<file path="config.mk">
export PLATFORM = sky130hd
export DESIGN_NAME = mem_scan_ctrl
export DESIGN_NICKNAME = d
export VERILOG_FILES = /design/src/rtl/mem_scan_ctrl_pkg.sv /design/src/rtl/mem_par_eval.sv /design/src/rtl/mem_scan_ctrl.sv
export SDC_FILE = /design/constraint.sdc
export NUM_CORES = 1
export LEC_CHECK = 0
export ABC_CLOCK_PERIOD_IN_PS = 2000
export CORE_MARGIN = 4
export CORE_UTILIZATION = 44
export DETAILED_ROUTE_END_ITERATION = 10
export PLACE_DENSITY = 0.81
export SYNTH_ARGS = -nofsm -noshare
export SYNTH_HDL_FRONTEND = slang
export SYNTH_SLANG_ARGS = --single-unit
</file>
<file path="constraint.sdc">
create_clock -name clk -period 2 [get_ports clk]
set_clock_uncertainty 0.2 [all_clocks]
set_input_delay 0.4 -clock clk [delete_from_list [all_inputs] [get_ports clk]]
set_output_delay 0.4 -clock clk [all_outputs]
set_load 0.005 [all_outputs]
</file>
<file path="src/rtl/mem_scan_ctrl_pkg.sv">
// Shared definitions for the parity scan sequencer: width defaults, FSM state
// encoding and the fetch-select wrap helper.
package mem_scan_ctrl_pkg;

  localparam int unsigned ADDR_W_DEF    = 4;
  localparam int unsigned DATA_W_DEF    = 8;
  localparam int unsigned ERR_CNT_W_DEF = 4;

  typedef enum logic [1:0] {
    StIdle = 2'd0,
    StScan = 2'd1,
    StDone = 2'd2
  } scan_state_e;

  // Increment an address modulo 2^width (width up to 32).
  function automatic int unsigned next_addr(input int unsigned addr, input int unsigned width);
    int unsigned mask;
    mask = (width >= 32) ? 32'hFFFF_FFFF : ((32'd1 << width) - 32'd1);
    return (addr + 32'd1) & mask;
  endfunction

endpackage

</file>
<file path="src/rtl/mem_par_eval.sv">
// Parity evaluator: flags a word whose XOR-reduction disagrees with its stored
// parity bit. Purely combinational so it can sit on any fetch path.
module mem_par_eval #(
  parameter int unsigned DATA_W = 8
) (
  input  logic [DATA_W-1:0] data,
  input  logic              par,
  output logic              word_err
);

  // Mismatch when the reduced data parity differs from the stored bit.
  always_comb begin
    word_err = (^data) != par;
  end

endmodule

</file>
<file path="src/rtl/mem_scan_ctrl.sv">
// Parity scan sequencer for the two-bank word store. Walks an inclusive,
// wrapping address window one word per clock, counts parity mismatches
// (saturating) and records the first failing address.
// Optional build macro MEM_SCAN_STOP_ON_ERR_EN: end the scan at the first
// mismatch instead of walking the full window.
module mem_scan_ctrl
  import mem_scan_ctrl_pkg::*;
#(
  parameter int unsigned ADDR_W    = ADDR_W_DEF,
  parameter int unsigned DATA_W    = DATA_W_DEF,
  parameter int unsigned ERR_CNT_W = ERR_CNT_W_DEF
) (
  input  logic                 clk,
  input  logic                 reset,
  input  logic                 start,
  input  logic                 abort,
  input  logic [ADDR_W-1:0]    first_addr,
  input  logic [ADDR_W-1:0]    last_addr,
  output logic [ADDR_W-1:0]    mem_addr,
  input  logic [DATA_W-1:0]    mem_data,
  input  logic                 mem_par,
  output logic                 busy,
  output logic                 done,
  output logic                 err_flag,
  output logic [ERR_CNT_W-1:0] err_cnt,
  output logic [ADDR_W-1:0]    first_err_addr
);

  localparam logic [ERR_CNT_W-1:0] CntMax = '1;

  scan_state_e          state_q, state_d;
  logic [ADDR_W-1:0]    addr_q, addr_d;
  logic [ADDR_W-1:0]    last_q, last_d;
  logic [ERR_CNT_W-1:0] cnt_q, cnt_d;
  logic                 flag_q, flag_d;
  logic [ADDR_W-1:0]    ferr_q, ferr_d;
  logic                 word_err;

  mem_par_eval #(
    .DATA_W (DATA_W)
  ) u_par_eval (
    .data     (mem_data),
    .par      (mem_par),
    .word_err (word_err)
  );

  // Next-state and result bookkeeping for the IDLE/SCAN/DONE sequence.
  always_comb begin
    state_d = state_q;
    addr_d  = addr_q;
    last_d  = last_q;
    cnt_d   = cnt_q;
    flag_d  = flag_q;
    ferr_d  = ferr_q;
    unique case (state_q)
      StIdle: begin
        if (start) begin
          addr_d  = first_addr;
          last_d  = last_addr;
          cnt_d   = '0;
          flag_d  = 1'b0;
          ferr_d  = '0;
          state_d = StScan;
        end
      end
      StScan: begin
        // The word on this edge is always checked, even when aborting.
        if (word_err) begin
          if (cnt_q != CntMax) begin
            cnt_d = cnt_q + 1'b1;
          end
          if (!flag_q) begin
            flag_d = 1'b1;
            ferr_d = addr_q;
          end
        end
        if (abort) begin
          state_d = StIdle;
`ifdef MEM_SCAN_STOP_ON_ERR_EN
        end else if (word_err) begin
          // Flag is clear at scan start, so this is always the first mismatch.
          state_d = StDone;
`endif
        end else if (addr_q == last_q) begin
          state_d = StDone;
        end else begin
          addr_d = ADDR_W'(next_addr(32'(addr_q), ADDR_W));
        end
      end
      StDone: begin
        state_d = StIdle;
      end
      default: begin
        state_d = StIdle;
      end
    endcase
  end

  // State and result registers, asynchronously cleared.
  always_ff @(posedge clk or negedge reset) begin
    if (!reset) begin
      state_q <= StIdle;
      addr_q  <= '0;
      last_q  <= '0;
      cnt_q   <= '0;
      flag_q  <= 1'b0;
      ferr_q  <= '0;
    end else begin
      state_q <= state_d;
      addr_q  <= addr_d;
      last_q  <= last_d;
      cnt_q   <= cnt_d;
      flag_q  <= flag_d;
      ferr_q  <= ferr_d;
    end
  end

  // Status outputs decode straight from the registered state.
  always_comb begin
    busy           = (state_q == StScan);
    done           = (state_q == StDone);
    mem_addr       = addr_q;
    err_flag       = flag_q;
    err_cnt        = cnt_q;
    first_err_addr = ferr_q;
  end

endmodule

</file>
==> impl_metrics.xml <==
<?xml version="1.0" encoding="UTF-8"?>
<metrics>
  <group name="outcome">
    <metric name="status" unit="">complete, no violations</metric>
  </group>
  <group name="setup_path">
    <metric name="worst-path-max-fanout" unit="">4</metric>
    <metric name="timing.reg2reg.worst_path_depth" unit="">7</metric>
    <metric name="regToRegEndpoint" unit="">mem_addr[0]</metric>
    <metric name="type_of_element_launching_the_critical_path" unit="">input pin</metric>
    <metric name="worstReg2RegStart" unit="">mem_addr[0]</metric>
    <metric name="worstPathArrival" unit="ns">1.91</metric>
    <metric name="setup.worst_path.class" unit="">input pin to flop</metric>
    <metric name="critPathRequiredTime" unit="ns">1.97</metric>
    <metric name="rrSetupSlack" unit="ns">0.18</metric>
    <metric name="crit_path_end_kind" unit="">flop</metric>
  </group>
  <group name="pwr">
    <metric name="power.leakage" unit="nW">0.7609</metric>
    <metric name="p_sw_share" unit="%">40.28</metric>
    <metric name="vdd_drop_max" unit="mV">0.9023</metric>
    <metric name="power.net_switching" unit="µW">856.8</metric>
    <metric name="combinationalPowerShare" unit="%">57.5</metric>
    <metric name="cellPowerDensity" unit="nW/µm²">1304</metric>
    <metric name="p_seq_share" unit="%">33.9</metric>
    <metric name="total_power_consumption" unit="mW">2.127</metric>
    <metric name="clockPowerShare" unit="%">8.7</metric>
    <metric name="p_int" unit="mW">1.270</metric>
  </group>
  <group name="die">
    <metric name="die_w" unit="µm">57.28</metric>
    <metric name="placement_rows" unit="">17</metric>
    <metric name="design.die.area" unit="µm²">3281</metric>
    <metric name="die_height" unit="µm">57.28</metric>
    <metric name="io_pins" unit="">36</metric>
    <metric name="core_region_area" unit="µm²">2255</metric>
    <metric name="initial_cell_density_of_the_core" unit="%">47.39</metric>
  </group>
  <group name="clock_network">
    <metric name="clock_sink_count" unit="">19</metric>
    <metric name="numCtsBuffers" unit="">3</metric>
    <metric name="clock-root-buffer" unit="">sky130_fd_sc_hd__clkbuf_4</metric>
    <metric name="worstSkewPairLatency" unit="ns">0.28</metric>
    <metric name="cts_tree" unit="">yes</metric>
    <metric name="clock_tree.htree_level_count" unit="">1</metric>
    <metric name="clk_path_buf_depth" unit="">2</metric>
    <metric name="path_clk_slew" unit="ns">0.10</metric>
  </group>
  <group name="finish">
    <metric name="final_cell_utilization_of_the_core" unit="%">72.36</metric>
    <metric name="postLayoutCellArea" unit="µm²">1632</metric>
    <metric name="num-fill-cells" unit="">190</metric>
    <metric name="drive_gt1_share" unit="%">20.86</metric>
    <metric name="design.final.nets" unit="">187</metric>
    <metric name="diodes_inserted" unit="">0</metric>
    <metric name="area_delta_synth_final" unit="%">52.69</metric>
  </group>
  <group name="routing">
    <metric name="drc" unit="">0</metric>
    <metric name="totalWireLength" unit="µm">2876</metric>
    <metric name="drt-pass1-iter-count" unit="">4</metric>
    <metric name="detailed_route_via_count" unit="">1042</metric>
    <metric name="post_drt_wl_per_cell" unit="µm">15.06</metric>
    <metric name="count_of_antenna_violating_nets_left_after_detailed_routing" unit="">0</metric>
    <metric name="avgViaCountPerCell" unit="">5.455</metric>
    <metric name="detail_route.iter0.violations" unit="">24</metric>
  </group>
  <group name="timing">
    <metric name="final-setup-viol-count" unit="">0</metric>
    <metric name="worst_slew_pin_slew" unit="ns">0.3459</metric>
    <metric name="final_min_period_over_clock_period" unit="%">97.35</metric>
    <metric name="period_minus_slack" unit="ns">1.947</metric>
    <metric name="layout_setup_ws" unit="ns">0.05297</metric>
    <metric name="grt_setup_unrepaired" unit="">no</metric>
    <metric name="setup_total_negative_slack" unit="ns">0</metric>
    <metric name="timing_max_transition_violations_final" unit="">0</metric>
    <metric name="timing.final.hold_violations" unit="">0</metric>
    <metric name="highest_clock_rate" unit="MHz">513.6</metric>
    <metric name="slew-limit-headroom" unit="%">76.62</metric>
  </group>
  <group name="synth">
    <metric name="post_synth_inst_count" unit="">111</metric>
    <metric name="cell_accounting_for_the_most_synthesized_area" unit="">sky130_fd_sc_hd__dfrtp_1</metric>
    <metric name="synth.net_count" unit="">134</metric>
    <metric name="synth_area_leaders" unit="">sky130_fd_sc_hd__dfrtp_1, sky130_fd_sc_hd__nand2_1, sky130_fd_sc_hd__xor2_1</metric>
    <metric name="mappedNetlistArea" unit="µm²">1069</metric>
    <metric name="synthFlopType" unit="">sky130_fd_sc_hd__dfrtp_1</metric>
    <metric name="edff_count_synth" unit="">0</metric>
    <metric name="yosys_register_bits" unit="">19</metric>
    <metric name="postSynth.asyncResetShare" unit="%">100.0</metric>
    <metric name="synth_warnings" unit="">0</metric>
    <metric name="synthTopCellsByCount" unit="">sky130_fd_sc_hd__dfrtp_1, sky130_fd_sc_hd__nand2_1, sky130_fd_sc_hd__a21oi_1</metric>
    <metric name="yosysUniqueCellTypes" unit="">36</metric>
    <metric name="post-synth-top-area-fraction" unit="%">44.50</metric>
    <metric name="syn_avg_cell_area" unit="µm²">9.626</metric>
    <metric name="synth-seq-area-share" unit="%">44.50</metric>
  </group>
  <group name="grt">
    <metric name="grt_first_pass_wirelength" unit="µm">5230</metric>
    <metric name="first_global_vias" unit="">1165</metric>
    <metric name="gr-usage-all-layers" unit="%">19.79</metric>
    <metric name="grt_start_max_net_pins" unit="">20</metric>
    <metric name="globalRouteOverflowTotal" unit="">0</metric>
    <metric name="grt_antenna_before_repair" unit="">0</metric>
  </group>
  <group name="placement">
    <metric name="gp_congestion" unit="">0.7999</metric>
    <metric name="place_area" unit="µm²">1556</metric>
    <metric name="hpwl" unit="µm">2168</metric>
    <metric name="setup_slack_placement" unit="ns">-0.5439</metric>
    <metric name="io_buffer_count" unit="">35</metric>
  </group>
  <group name="worst_hold_path">
    <metric name="worstHoldPathType" unit="">input pin to asynchronous set/reset pin</metric>
  </group>
  <group name="job">
    <metric name="max-cap-violations" unit="">0</metric>
  </group>
</metrics>
## critical path, cell delays in order
cell	delay [ns]
sky130_fd_sc_hd__clkdlybuf4s50_1	0.47
sky130_fd_sc_hd__xor3_2	0.37
sky130_fd_sc_hd__xnor2_2	0.25
sky130_fd_sc_hd__buf_4	0.16
sky130_fd_sc_hd__mux2i_1	0.17
sky130_fd_sc_hd__o21ai_0	0.10
## power groups by stage
stage               logic [mW]  registers [mW]  clock network [mW]
finish                    1.22           0.721               0.184
global route              1.37           0.749               0.214
CTS                       1.24           0.718               0.192
detailed placement        1.14           0.733                   0
global placement          1.11           0.726                   0
floorplan                0.574           0.706                   0
## registers in the layout (all words and copies together) (netlist names)
register,flops
last_q,4
mem_addr,4
first_err_addr,4
state_q,2
err_cnt,4
err_flag,1
## metal layers
layer | share of wire, % | vias to the layer above | global-route usage, %
met1 | 43 | 496 | 24.22
met3 | 6.7 | 2 | 5.656
li1 | - | 504 | -
met2 | 49 | 40 | 34.42
met5 | 0 | - | 0
met4 | 0.90 | 0 | 4.636
## kinds of logic (layout without fill, tap and decap cells)
| family | count (synthesis) | in the layout | share of synthesized area (%) |
|---|---|---|---|
| buffers and inverters | 5 | 57 | 1.757 |
| multiplexers | 1 | 1 | 0.9368 |
| AND/OR/NAND/NOR | 44 | 44 | 20.73 |
| XOR/XNOR | 11 | 11 | 11.94 |
| flip-flops | 19 | 19 | 44.50 |
| adder cells (fa/ha/maj) | 2 | 2 | 2.342 |
| AO/OA/AOI/OAI | 29 | 29 | 17.80 |
## cells in the final DEF (no fill, tap or decap), drive strengths merged, types with 5 or more instances in the layout
| cell type | count |
|---|---|
| a21oi | 8 |
| buf | 15 |
| clkbuf | 5 |
| clkdlybuf4s50 | 26 |
| dfrtp | 19 |
| nand2 | 19 |
| nand2b | 5 |
| nand3 | 5 |
| o21ai | 6 |
| xor2 | 6 |
## timing repair
item | in CTS | in global routing
gates resized for setup | 17 | 10
setup endpoints to repair | 10 | 10
endpoints found under the hold margin | 0 | 0
pin swaps | 8 | 8
hold buffers | 0 | 0
buffers inserted | 3 | 1
## through the flow
step	std cells	hold slack (ns)
after CTS	191	0.2401
after global placement	184	0.2830
final	191	0.2417
after detailed placement	184	0.2852
after floorplan	111	-0.09559
after global routing	191	0.2502
## how the worst max path moves through the flow
stage                      from                 to  cells past startpoint  slack (ns)
floorplan           mem_data[4]         err_cnt[3]                      5       0.005
global placement    mem_data[7]  first_err_addr[0]                      6       -0.49
detailed placement      mem_par         err_cnt[2]                      7       -0.54
CTS                 mem_data[4]         err_cnt[3]                      7      0.0006
global route         state_q[1]               done                      2       0.002
finish              mem_data[0]         err_cnt[0]                      6        0.05
## cell type report
| cell class | count | area (µm²) | share of cell area [%] |
|---|---|---|---|
| Sequential cell | 19 | 479.2 | 29.37 |
| Clock buffer | 3 | 22.52 | 1.380 |
| Clock inverter | 1 | 5.005 | 0.3067 |
| Tap cell | 28 | 35.03 | 2.147 |
| Inverter | 3 | 11.26 | 0.6902 |
| Timing Repair Buffer | 50 | 451.7 | 27.68 |
| Multi-Input combinational cell | 87 | 626.9 | 38.42 |
No activity file was read; power rests on OpenSTA's default activity.
